`src/rtl/ir_fetch_stage_pkg.sv`:
```
// ir_fetch_stage_pkg
//   Shared constants for the instruction fetch stage: default word and
//   opcode widths, the buffer depth, the opcode presented while the buffer
//   is empty, and a helper that locates the opcode field inside a word.
package ir_fetch_stage_pkg;

  localparam int WORD_W_DEF   = 16;
  localparam int OPCODE_W_DEF = 7;
  localparam int DEPTH_DEF    = 2;

  // Opcode 0 is the sequencer's fetch-wait dispatch entry: the microcode
  // spins there until a real instruction shows up.
  localparam logic [OPCODE_W_DEF-1:0] OPCODE_EMPTY = '0;

  // The opcode occupies the top opcode_w bits of the word; this returns the
  // bit index of its LSB (which is also the width of the operand field).
  function automatic int opcode_lsb(input int word_w, input int opcode_w);
    return word_w - opcode_w;
  endfunction

endpackage

```
`src/rtl/ir_fetch_stage_sync_fifo.sv`:
```
// ir_fetch_stage_sync_fifo
//   Small synchronous FIFO with push, pop and flush. Requests are qualified
//   internally: a push is ignored when full, a pop when empty, and a flush
//   discards everything including any same-cycle push or pop.
// Ports:
//   clk_i, rst_i    clock, synchronous active-high reset
//   push_i, wdata_i write request and data
//   pop_i           remove head entry
//   flush_i         empty the buffer and rewind both pointers
//   rdata_o         storage at the read pointer (not gated)
//   count_o         number of valid entries
//   full_o          count_o == DEPTH
module ir_fetch_stage_sync_fifo #(
  parameter int WIDTH = 16,
  parameter int DEPTH = 2,
  localparam int PTR_W = $clog2(DEPTH),
  localparam int CNT_W = $clog2(DEPTH + 1)
) (
  input  logic             clk_i,
  input  logic             rst_i,
  input  logic             push_i,
  input  logic [WIDTH-1:0] wdata_i,
  input  logic             pop_i,
  input  logic             flush_i,
  output logic [WIDTH-1:0] rdata_o,
  output logic [CNT_W-1:0] count_o,
  output logic             full_o
);

  localparam logic [CNT_W-1:0] DEPTH_C = CNT_W'(DEPTH);

  logic [WIDTH-1:0] mem_q [DEPTH];
  logic [PTR_W-1:0] rd_ptr_q, rd_ptr_d;
  logic [PTR_W-1:0] wr_ptr_q, wr_ptr_d;
  logic [CNT_W-1:0] count_q, count_d;
  logic             empty;
  logic             push_en;
  logic             pop_en;

  assign empty   = (count_q == '0);
  assign full_o  = (count_q == DEPTH_C);
  assign push_en = push_i && !full_o && !flush_i;
  assign pop_en  = pop_i && !empty && !flush_i;

  // DEPTH is a power of two, so the pointers wrap by plain overflow.
  always_comb begin
    rd_ptr_d = rd_ptr_q;
    wr_ptr_d = wr_ptr_q;
    count_d  = count_q;
    if (flush_i) begin
      rd_ptr_d = '0;
      wr_ptr_d = '0;
      count_d  = '0;
    end else begin
      if (push_en) wr_ptr_d = wr_ptr_q + PTR_W'(1);
      if (pop_en)  rd_ptr_d = rd_ptr_q + PTR_W'(1);
      case ({push_en, pop_en})
        2'b10:   count_d = count_q + CNT_W'(1);
        2'b01:   count_d = count_q - CNT_W'(1);
        default: count_d = count_q;
      endcase
    end
  end

  always_ff @(posedge clk_i) begin
    if (rst_i) begin
      rd_ptr_q <= '0;
      wr_ptr_q <= '0;
      count_q  <= '0;
    end else begin
      rd_ptr_q <= rd_ptr_d;
      wr_ptr_q <= wr_ptr_d;
      count_q  <= count_d;
    end
  end

  // Storage needs no reset: entries are only visible while counted.
  always_ff @(posedge clk_i) begin
    if (push_en) mem_q[wr_ptr_q] <= wdata_i;
  end

  assign rdata_o = mem_q[rd_ptr_q];
  assign count_o = count_q;

endmodule

```
`src/rtl/ir_fetch_stage.sv`:
```
// ir_fetch_stage
//   Upstream feeder of the microcode sequencer. Buffers instruction words
//   from the memory bus, presents the head opcode/operand and the
//   architectural carry/zero flags as dispatch inputs, pops on consume,
//   discards on flush, and flags a consume attempted while empty.
// Ports:
//   clock, reset             clock, synchronous active-high reset
//   mem_data/valid/ready     memory bus word handshake; a word transfers on
//                            a cycle with mem_valid && mem_ready and no flush.
//                            mem_ready depends only on registered state.
//   ir_consume               pop head instruction
//   ir_flush                 discard all buffered words (flags untouched)
//   flag_load, alu_carry/zero  capture ALU flags
//   opcode, operand, ir_valid  head instruction fields, zero when empty
//   carry, zero              registered flags
//   underrun                 sticky: consume seen while empty
module ir_fetch_stage
  import ir_fetch_stage_pkg::*;
#(
  parameter int WORD_W   = WORD_W_DEF,
  parameter int OPCODE_W = OPCODE_W_DEF,
  parameter int DEPTH    = DEPTH_DEF
) (
  input  logic                       clock,
  input  logic                       reset,
  input  logic [WORD_W-1:0]          mem_data,
  input  logic                       mem_valid,
  output logic                       mem_ready,
  input  logic                       ir_consume,
  input  logic                       ir_flush,
  input  logic                       flag_load,
  input  logic                       alu_carry,
  input  logic                       alu_zero,
  output logic [OPCODE_W-1:0]        opcode,
  output logic [WORD_W-OPCODE_W-1:0] operand,
  output logic                       ir_valid,
  output logic                       carry,
  output logic                       zero,
  output logic                       underrun
);

  localparam int OPC_LSB = opcode_lsb(WORD_W, OPCODE_W);
  localparam int CNT_W   = $clog2(DEPTH + 1);

  logic [WORD_W-1:0] head;
  logic [CNT_W-1:0]  count;
  logic              full;
  logic              carry_q, carry_d;
  logic              zero_q, zero_d;
  logic              underrun_q, underrun_d;

  ir_fetch_stage_sync_fifo #(
    .WIDTH (WORD_W),
    .DEPTH (DEPTH)
  ) u_fifo (
    .clk_i   (clock),
    .rst_i   (reset),
    .push_i  (mem_valid),
    .wdata_i (mem_data),
    .pop_i   (ir_consume),
    .flush_i (ir_flush),
    .rdata_o (head),
    .count_o (count),
    .full_o  (full)
  );

  assign mem_ready = !full;
  assign ir_valid  = (count != '0);
  assign opcode    = ir_valid ? head[WORD_W-1:OPC_LSB] : OPCODE_W'(OPCODE_EMPTY);
  assign operand   = ir_valid ? head[OPC_LSB-1:0] : '0;

  always_comb begin
    carry_d    = carry_q;
    zero_d     = zero_q;
    underrun_d = underrun_q;
    if (flag_load) begin
      carry_d = alu_carry;
      zero_d  = alu_zero;
    end
    // A flush takes priority over the consume, so it cannot underrun.
    if (ir_consume && !ir_valid && !ir_flush) underrun_d = 1'b1;
  end

  always_ff @(posedge clock) begin
    if (reset) begin
      carry_q    <= 1'b0;
      zero_q     <= 1'b0;
      underrun_q <= 1'b0;
    end else begin
      carry_q    <= carry_d;
      zero_q     <= zero_d;
      underrun_q <= underrun_d;
    end
  end

  assign carry    = carry_q;
  assign zero     = zero_q;
  assign underrun = underrun_q;

endmodule

```
`config.mk`:
```
export PLATFORM = sky130hd
export DESIGN_NAME = ir_fetch_stage
export DESIGN_NICKNAME = d
export VERILOG_FILES = /design/src/rtl/ir_fetch_stage_pkg.sv /design/src/rtl/ir_fetch_stage_sync_fifo.sv /design/src/rtl/ir_fetch_stage.sv
export SDC_FILE = /design/constraint.sdc
export NUM_CORES = 1
export LEC_CHECK = 0
export BUFFER_PORTS_ARGS = -buffer_cell sky130_fd_sc_hd__buf_2
export CORE_ASPECT_RATIO = 1.5
export CORE_MARGIN = 10
export CORE_UTILIZATION = 54
export DETAILED_ROUTE_END_ITERATION = 7
export PLACE_DENSITY = 0.88
export SETUP_SLACK_MARGIN = 0.2
export SLEW_MARGIN = 40
export SYNTH_ARGS = -nofsm -noshare
export SYNTH_HDL_FRONTEND = slang
export SYNTH_SLANG_ARGS = --single-unit
```
`constraint.sdc`:
```
create_clock -name clock -period 4.1 [get_ports clock]
set_input_delay 0.41 -clock clock [delete_from_list [all_inputs] [get_ports clock]]
set_output_delay 0.41 -clock clock [all_outputs]
set_load 0.03 [all_outputs]
```
* Word-level counts from Yosys, hierarchy flattened
Memory sizes are Yosys's and may differ from the RTL's. A register that Yosys moved wholly into a read port is not among the register bits.
Cells that the tools add are included.
** Cells by class
- Eq/ne operators :: 3
- $add $sub $neg :: 4
- Mux-type cells :: 7
- Reductions and logical operators :: 14
** Operators with widths (number)
- 9-bit 2-to-1 mux :: 1
- 7-bit 2-to-1 mux :: 1
- 1-bit logical AND :: 6
- 2-bit == test (second input constant) :: 2
- 1-bit zero test :: 4
- 1-bit 2-to-1 mux :: 4
- 2-bit case mux with 2 select lines :: 1
- 2-bit nonzero test :: 2
- 1-bit adder (second input constant) :: 2
- 2-bit by 1-bit adder with 2-bit output (second input constant) :: 1
- 2-bit by 1-bit == test with 1-bit output (second input constant) :: 1
- 2-bit zero test :: 1
- 2-bit OR reduction :: 1
- 2-bit by 1-bit subtractor with 2-bit output (second input constant) :: 1
** Word-level totals
- Output and inout bits :: 21
- Memories kept :: 1
- Register bits after elaboration :: 7
- RAM bits :: 32
** Memory list
- u_fifo.mem_q :: words 2, width 16, rd ports 1, clocked after Yosys merged registers in 1, write ports 1, RTL line ir_fetch_stage_sync_fifo.sv:32 : logic [WIDTH-1:0] mem_q [DEPTH];

* Longest topological paths before layout
Gate-level depths: netlist of run 1.
- Word-level depth :: 6
- Gate-level depth with buffers :: 7
- Gate-level depth less buffers :: 7

* By module
Synthesis of run 1 repeated with hierarchy kept, for this count alone.
** Second synthesis, totals
- Cell total of the unflattened synthesis :: 107
- Area total of the unflattened synthesis :: 1601.5 sq um
** By module, submodules not included
- ir_fetch_stage_sync_fifo :: cells each 77, instances 1, area an instance 1378.8 sq um
- ir_fetch_stage :: cells each 30, instances 1, area an instance 222.7 sq um

* Worst setup path before layout of run 1
No wires, ideal clock.
- Path type :: reg-to-reg
- From :: reg u_fifo.count_q[0] (netlist: u_fifo.count_o[0])
- To :: mem u_fifo.mem_q[0][0] (enable)
- Path buffers :: 0
- Slack :: 2.056 ns
- Data arrival time :: 1.656 ns
- Cell stages (with the launch flop) :: 4
- Path through :: dfxtp_1 > nand2b_1 > nand3_1 > nor2_1
** Between the ends
- Longest elaborated chain between the ends :: 6
** Ends and longest elaborated chain
- start: declaration :: RTL line ir_fetch_stage_sync_fifo.sv:35 : logic [CNT_W-1:0] count_q, count_d;
- start signal: assignment :: RTL line ir_fetch_stage_sync_fifo.sv:73 : count_q <= count_d;
- 2-bit == test :: RTL line ir_fetch_stage_sync_fifo.sv:41 : assign full_o = (count_q == DEPTH_C);
- 1-bit zero test
- named net mem_ready :: RTL line ir_fetch_stage.sv:28 : output logic mem_ready,
- 1-bit logical AND (2 in a row) :: RTL line ir_fetch_stage_sync_fifo.sv:42 : assign push_en = push_i && !full_o && !flush_i;
- 1-bit 2-to-1 mux :: RTL line ir_fetch_stage_sync_fifo.sv:79 : if (push_en) mem_q[wr_ptr_q] <= wdata_i;
- 1-bit 2-to-1 mux (implied by the code) :: RTL line ir_fetch_stage_sync_fifo.sv:79
- end: declaration :: RTL line ir_fetch_stage_sync_fifo.sv:32
The timed path passes the listed nets, and every way through them passes these cells.

* Worst setup path after layout of run 1
- From :: reg u_fifo.count_q[0] (netlist: u_fifo.count_o[0])
- To :: reg u_fifo.count_q[1] (netlist: u_fifo.count_o[1])
** Between the ends
- Longest elaborated chain between the ends :: 6
** Ends and longest elaborated chain
- 2-bit zero test * :: RTL line ir_fetch_stage_sync_fifo.sv:40 : assign empty = (count_q == '0);
- 1-bit zero test * :: RTL line ir_fetch_stage_sync_fifo.sv:43 : assign pop_en = pop_i && !empty && !flush_i;
- 1-bit logical AND * (2 in a row) :: RTL line ir_fetch_stage_sync_fifo.sv:43
- named net u_fifo.pop_en :: RTL line ir_fetch_stage_sync_fifo.sv:38 : logic pop_en;
- 2-bit by 1-bit == test with 1-bit output / 2-bit == test (equally long branches) :: RTL line ir_fetch_stage_sync_fifo.sv:57 : case ({push_en, pop_en})
- 2-bit case mux with 2 select lines / 2-bit nonzero test (equally long branches)
Mark *: on every way through the listed nets, which the timed path passes. The rest lies on a longest branch.
A chain may end at the register's enable or synchronous reset.

==> results of run 1 <==
[state kept, by name (all words and copies together), names as in the netlist, named ones only]
name / flops
u_fifo.mem_q: 32
zero: 1
u_fifo.wr_ptr_q: 1
carry: 1
u_fifo.count_o: 2
underrun: 1
u_fifo.rd_ptr_q: 1
[layout make-up]
class / count / area [um2]
clock buffers: 5 / 68.8
clock inverters: 3 / 42.5
fillers: 194 / 795
repair buffers: 46 / 235
flip-flops and latches: 40 / 1120
multi-input cells: 59 / 384
inverters: 3 / 11.3
well taps: 37 / 46.3
[power breakdown]
group	switching [mW]	internal, mW	total (mW)
clock network	0.126	0.180	0.306
registers	0.00510	0.451	0.456
logic	0.0391	0.0228	0.0619
[cell families (layout without fill, tap and decap cells)]
group           after synthesis  count (layout)  synth area share
flops                        40              40             0.731
simple gates                 31              31            0.0857
mux                          18              18             0.117
compound gates                6               6            0.0220
buf+inv                       6              57            0.0188
xor+xnor                      3               3            0.0171
fa+ha+maj                     1               1           0.00816
[metal layers]
layer	vias up	routed length, um	track usage
li1	472	-	-
met1	445	1140	0.119
met2	38	1370	0.176
met3	4	320	0.0724
met4	0	34	0.0419
met5	-	0	0
[worst paths after layout]
kind	slack, ns	depth (start not counted)	to	startpoint
max reg2reg	1.87	6	u_fifo.count_o[1]	u_fifo.count_o[0]
min reg2reg	0.48	2	underrun	underrun
max	1.87	6	u_fifo.count_o[1]	u_fifo.count_o[0]
min	0.31	1	u_fifo.mem_q[0][7]	mem_data[7]
[cell usage in the layout (no fill, tap or decap), drive strengths merged]
cell / count
bufinv: 1
or2: 1
nor2: 25
dfxtp: 8
edfxtp: 32
nand2b: 1
a21oi: 2
a31oi: 1
clkinvlp: 1
clkbuf: 5
a21o: 1
clkinv: 1
inv: 3
mux2i: 18
xor2: 2
o21ai: 2
xnor2: 1
and3: 1
or3: 1
nand3: 2
ha: 1
buf: 46
==> qor.yml, run 1 <==
max_clock_freq_ghz: 0.449
routabilityCongestion: 0.677
clk_latency_ns: 0.29
ys_async_sr_fraction: 0
crit_fanout: 18
ios: 45
vias_per_cell: 4.97
instances_no_fill: 193
postCtsHoldBufs: 0
max-slew-margin-rel: 0.538
pre_cts_ws_ns: 1.90
grt_pass1_wl_mm: 4.82
ys_top_cells_by_count: "edfxtp_1 (32), nor2_1 (24), mux2i_1 (18)"
rows: 23
netlist_instances: 105
slowest_stage: "nor2_2"
synth_fp_nets: 130
finalSetupViolCount: 0
synthToLayoutAreaGrowth_pct: 24.6
ys_seq_elements: 40
grt-ovfl-total: 0
core_area_um2: 2710
fp.dieW_um: 63.5
cts_setup_buffers: 0
antenna_found_initial: 0
n_antenna_cell: 0
slew_violations: 0
syn_avg_cell_area_um2: 14.6
synth_top_area_share: 0.626
place_area_um2: 1800
yosys_warnings: 0
ir_drop_uv: 321
final_area_um2: 1910
finalWorstSetupSlack_ns: 1.87
power_density_nw_per_um2: 431
power_leakage_nw: 0.760
grt_usage: 0.113
critical_path.cell_chain: "nor2_2, inv_1, and3_1, ha_1, or3_1, a21oi_1"
min_period_over_period: 0.544
synth_cell_types: 20
drt_iter0_drc: 49
drc: 0
cp_top_family: "simple AND/OR/NAND/NOR gates"
clockBufferDepth: 2
hold_viol: 0
cp.required_ns: 4.32
synth_edf_count: 32
path_buf_inv: 1
tightest_slew_ns: 0.692
dieArea_um2: 5420
num_vias: 959
cts_resized: 0
cp-start-kind: "flop"
drv_cap: 0
port_buffers: 44
ys_seq_area_frac: 0.731
end_kind: "flop"
h-tree-depth: 2
cts_tree: "done"
netlist_area_um2: 1530
hpwl_mm: 2.12
cp.arrival_ns: 2.45
fin_util: 0.706
numPlacedInstances: 185
crit_path_max_incr_delay_ns: 0.56
grt_max_degree: 19
wl_per_cell_um: 14.8
grt_pass1_vias: 1061
setup_tns_ns: 0
min_path_type: "input port to flop"
outcome: "finished, final reports clean"
nets: 180
yosysMostFrequentCell: "edfxtp_1"
criticalPathCategory: "flop to flop"
cts_root_buf: "clkbuf_8"
yosys-top-cells-area: "edfxtp_1 (63%), mux2i_1 (12%), dfxtp_1 (10%), nor2_1 (5.9%), xor2_1 (1.1%)"
final_antenna_net_count: 0
start_util: 0.567
fin_hold_ws_ns: 0.307
dieHeight_um: 85.3
fin_skew_ns: 0.00378
finalCriticalPeriod_ns: 2.23
drive_gt1_frac: 0.365
rsz0062_at_grt: "no"
power_mw: 0.824
first_pass_iters: 4
cts_made_buffers: 5
synth-main-ff-cell: "edfxtp_1"
routed_wl_mm: 2.86
cts_sinks: 40
synth_top_area_cell: "edfxtp_1"
path_clk_slew_ns: 0.07
No activity file was read; power rests on OpenSTA's default activity.
==> run 2, diff against run 1 <==
--- a/config.mk
+++ b/config.mk
@@ -8,9 +8,9 @@
 export BUFFER_PORTS_ARGS = -buffer_cell sky130_fd_sc_hd__buf_2
 export CORE_ASPECT_RATIO = 1.5
 export CORE_MARGIN = 10
-export CORE_UTILIZATION = 54
+export CORE_UTILIZATION = 50
 export DETAILED_ROUTE_END_ITERATION = 7
-export PLACE_DENSITY = 0.88
+export PLACE_DENSITY = 0.83
 export SETUP_SLACK_MARGIN = 0.2
 export SLEW_MARGIN = 40
 export SYNTH_ARGS = -nofsm -noshare
==> constraint.sdc (replaced) <==
create_clock -name clock -period 2.2 [get_ports clock]
set_input_delay 0.22 -clock clock [delete_from_list [all_inputs] [get_ports clock]]
set_output_delay 0.22 -clock clock [all_outputs]
set_load 0.03 [all_outputs]
==> qor.yml, run 2 (synthesis gave the netlist of run 1 again) <==
outcome: "finished, final reports clean"
drt_iter0_drc: 31
fin_skew_ns: 0.00346
cts_made_buffers: 5
place_area_um2: 1820
seqPwrFrac: 0.604
wl_per_cell_um: 15.4
first_pass_iters: 4
finalCriticalPeriod_ns: 1.69
core_area_um2: 2940
r2r_start: "u_fifo.count_o[0]"
num_vias: 987
port_buffers: 44
pwr-share-clk: 0.311
final_cell_mix: "buf_2 (44), edfxtp_1 (32), nor2_1 (24), mux2i_1 (18), dfxtp_1 (8)"
drv_cap: 0
drive_gt1_frac: 0.348
criticalPathCategory: "flop to flop"
h-tree-depth: 2
tightest_slew_ns: 0.268
power.internal_mw: 1.11
largest-register: "u_fifo.mem_q"
routed_wl_mm: 3.03
grt_pass1_vias: 1133
finalSetupViolCount: 0
grt_pass1_wl_mm: 4.93
ios: 45
cts_root_buf: "clkbuf_8"
cts_sinks: 40
path_clk_slew_ns: 0.07
vias_per_cell: 5.01
end_kind: "flop"
cts_tree: "done"
cp.arrival_ns: 1.91
max-slew-margin-rel: 0.822
power_mw: 1.41
ir_drop_uv: 565
numPlacedInstances: 189
grt_max_degree: 18
fp.dieW_um: 65.2
routabilityCongestion: 0.681
max_clock_freq_ghz: 0.592
power_leakage_nw: 0.755
comb_power_share: 0.085
clockBufferDepth: 2
rsz0062_at_grt: "no"
grt-ovfl-total: 0
crit_fanout: 5
start_util: 0.521
instances_no_fill: 197
fin_hold_ws_ns: 0.119
cp-start-kind: "flop"
hold_start: "mem_data[14]"
min_period_over_period: 0.768
min_path_type: "input port to flop"
power_density_nw_per_um2: 742
hold_viol: 0
antenna_found_initial: 0
critPathLaunch: "u_fifo.count_o[0]"
sw_frac_of_total: 0.214
final_antenna_net_count: 0
dieHeight_um: 87.8
cp.required_ns: 2.42
grt_usage: 0.114
cts_resized: 0
fin_util: 0.644
largest_reg_flops: 32
synthToLayoutAreaGrowth_pct: 23.6
finalWorstSetupSlack_ns: 0.510
slew_violations: 0
final_area_um2: 1900
pre_cts_ws_ns: 0.525
hpwl_mm: 2.32
dieArea_um2: 5730
final_common_cell: "buf_2"
nets: 182
clk_latency_ns: 0.29
drc: 0
n_antenna_cell: 0
cts_setup_buffers: 0
postCtsHoldBufs: 0
p_sw_mw: 0.301
setup_tns_ns: 0
rows: 24
run 2: cell count changes in the layout (fill, tap and decap cells not counted):
| cell | before | now |
|---|---|---|
| buf_4 | 2 | 4 |
| clkbuf_1 | 0 | 2 |
| bufinv_16 | 1 | 0 |
| clkinv_1 | 0 | 1 |
| clkinv_2 | 1 | 0 |
| clkinvlp_4 | 1 | 0 |
| dfxtp_1 | 7 | 8 |
| dfxtp_2 | 1 | 0 |
run 2: layer usage:
metal / GRT usage / wire [um]
met3: 0.0754 / 332
met1: 0.0960 / 1080
met4: 0.0508 / 38
met2: 0.202 / 1580
met5: 0 / 0
run 2: critical path, stage by stage (launching register included):
cell	delay (ns)
dfxtp_1	0.44
nand2b_1	0.21
nand3_1	0.14
ha_1	0.34
or3_1	0.36
a21oi_1	0.14
run 2: cell type report:
class | count | area, um2
flip-flops and latches | 40 | 1120
fillers | 236 | 1050
multi-input cells | 59 | 384
repair buffers | 48 | 250
clock buffers | 7 | 76.3
well taps | 39 | 48.8
inverters | 3 | 11.3
clock inverters | 1 | 3.75
run 2: final timing paths:
check | endpoint | cells past startpoint | slack (ns)
max reg2reg | u_fifo.count_o[1] | 5 | 0.51
max | u_fifo.count_o[1] | 5 | 0.51
min reg2reg | underrun | 2 | 0.50
min | u_fifo.mem_q[0][14] | 1 | 0.12
run 2: power by group through the flow:
stage | clock [mW] | sequential [mW] | combinational [mW]
final | 0.438 | 0.849 | 0.119
after global routing | 0.472 | 0.852 | 0.132
after CTS | 0.448 | 0.850 | 0.121
after detailed placement | 0 | 0.866 | 0.121
after global placement | 0 | 0.864 | 0.114
after floorplan | 0 | 0.871 | 0.0613
==> run 3, diff against run 2 <==
==> constraint.sdc (replaced) <==
create_clock -name clock -period 1.69 [get_ports clock]
set_input_delay 0.169 -clock clock [delete_from_list [all_inputs] [get_ports clock]]
set_output_delay 0.169 -clock clock [all_outputs]
set_load 0.03 [all_outputs]
==> qor.yml, run 3 (synthesis gave the netlist of run 1 again) <==
cts_root_buf: "clkbuf_8"
regArea_um2: 1130
fin_skew_ns: 0.00480
power_density_nw_per_um2: 922
sw_frac_of_total: 0.228
outcome: "finished, final reports clean"
setup_tns_ns: 0
critical_path.cell_chain: "nor2_4, inv_4, and3_4, ha_4, xnor2_2, or3_1, a21oi_1"
cp_top_family: "simple AND/OR/NAND/NOR gates"
ios: 45
rows: 24
cp-start-kind: "flop"
dieArea_um2: 5730
power_mw: 1.87
max-slew-margin-rel: 0.805
fp.dieW_um: 65.2
finalCriticalPeriod_ns: 1.52
path_buf_inv: 1
ir_drop_uv: 787
postCtsHoldBufs: 0
reg2regPathDepth: 7
dieHeight_um: 87.8
multi_input_area_um2: 439
drive_gt1_frac: 0.438
tightest_slew_ns: 0.289
final_area_um2: 2030
grt_usage: 0.111
crit_path_max_incr_delay_ns: 0.36
nets: 184
antenna_found_initial: 0
largest-register: "u_fifo.mem_q"
synthToLayoutAreaGrowth_pct: 32.1
power.internal_mw: 1.44
path_clk_slew_ns: 0.07
min_path_type: "input port to flop"
power_leakage_nw: 0.778
n_fill_cell: 232
first_pass_iters: 4
drc: 0
slowest_stage: "dfxtp_4"
grt_pass1_vias: 1063
cp.arrival_ns: 1.73
routed_wl_mm: 3.17
vias_per_cell: 4.95
cp.required_ns: 1.90
wl_per_cell_um: 15.9
final_common_cell: "buf_2"
hold_viol: 0
n_antenna_cell: 0
slew_violations: 0
core_area_um2: 2940
clockBufferDepth: 2
seqPwrFrac: 0.590
p_sw_mw: 0.425
criticalPathCategory: "flop to flop"
finalWorstSetupSlack_ns: 0.174
grt_max_degree: 18
grt_pass1_wl_mm: 4.75
finalSetupViolCount: 0
final_antenna_net_count: 0
cp.depth: 7
grt-ovfl-total: 0
comb_power_share: 0.092
place_area_um2: 1860
h-tree-depth: 2
cts_sinks: 40
end_kind: "flop"
largest_reg_flops: 32
drt_iter0_drc: 34
clk_latency_ns: 0.29
hold_depth: 1
routabilityCongestion: 0.633
crit_fanout: 3
drv_cap: 0
cts_made_buffers: 5
pwr-share-clk: 0.318
start_util: 0.521
cts_tree: "done"
final_cell_mix: "buf_2 (42), edfxtp_1 (32), nor2_1 (22), mux2i_1 (18)"
hpwl_mm: 2.25
pre_cts_ws_ns: 0.190
rsz0062_at_grt: "yes"
min_period_over_period: 0.897
fin_hold_ws_ns: 0.0635
num_vias: 986
max_clock_freq_ghz: 0.660
port_buffers: 44
[run 3: cell types whose count changed in the layout (fill, tap and decap cells not counted), moves of 2 or more]
cell | before | now
clkinvlp_4 | 0 | 2
clkbuf_1 | 2 | 0
dfxtp_4 | 0 | 3
nor2_1 | 24 | 22
dfxtp_1 | 8 | 5
buf_2 | 44 | 42
[run 3: power groups by stage]
stage	Combinational [mW]	Sequential, mW	Clock (mW)
global placement	0.157	1.12	0
global route	0.191	1.10	0.644
floorplan	0.0861	1.13	0
finish	0.173	1.10	0.594
CTS	0.170	1.10	0.611
detailed placement	0.164	1.13	0
[run 3: metrics by stage]
step / cells / util
final: 199 / 0.688
after floorplan: 105 / -
after global placement: 189 / 0.633
after detailed placement: 189 / 0.633
after global routing: 199 / 0.688
after CTS: 198 / 0.671
[run 3: worst paths after layout]
check / startpoint / slack [ns] / endpoint
max: u_fifo.count_o[0] / 0.17 / u_fifo.count_o[1]
min: mem_data[1] / 0.06 / u_fifo.mem_q[1][1]
max reg2reg: u_fifo.count_o[0] / 0.17 / u_fifo.count_o[1]
min reg2reg: underrun / 0.48 / underrun
[run 3: timing repair]
item / in CTS / in global routing
endpoints found under the setup margin: 17 / 17
gates cloned: 0 / 1
hold endpoints to repair: 0 / 0
buffers inserted: 1 / 0
gates resized for setup: 4 / 7
[run 3: worst register-to-register path: stages (launching register included)]
cell     delay, ns
dfxtp_4       0.36
nor2_4        0.15
inv_4         0.04
and3_4        0.16
ha_4          0.16
xnor2_2       0.13
or3_1         0.30
a21oi_1       0.14
[run 3: per-layer routing]
layer / routed length (um) / global-route usage
met5: 0 / 0
met4: 52 / 0.0508
met3: 272 / 0.0665
met2: 1700 / 0.191
met1: 1140 / 0.101
[run 3: cell type report]
| cell class | instances | share of cell area |
|---|---|---|
| multi-input combinational | 59 | 0.217 |
| timing repair buffer | 50 | 0.150 |
| tap | 39 | 0.0241 |
| inverter | 3 | 0.00679 |
| sequential | 40 | 0.559 |
| clock inverter | 3 | 0.00926 |
| clock buffer | 5 | 0.0340 |
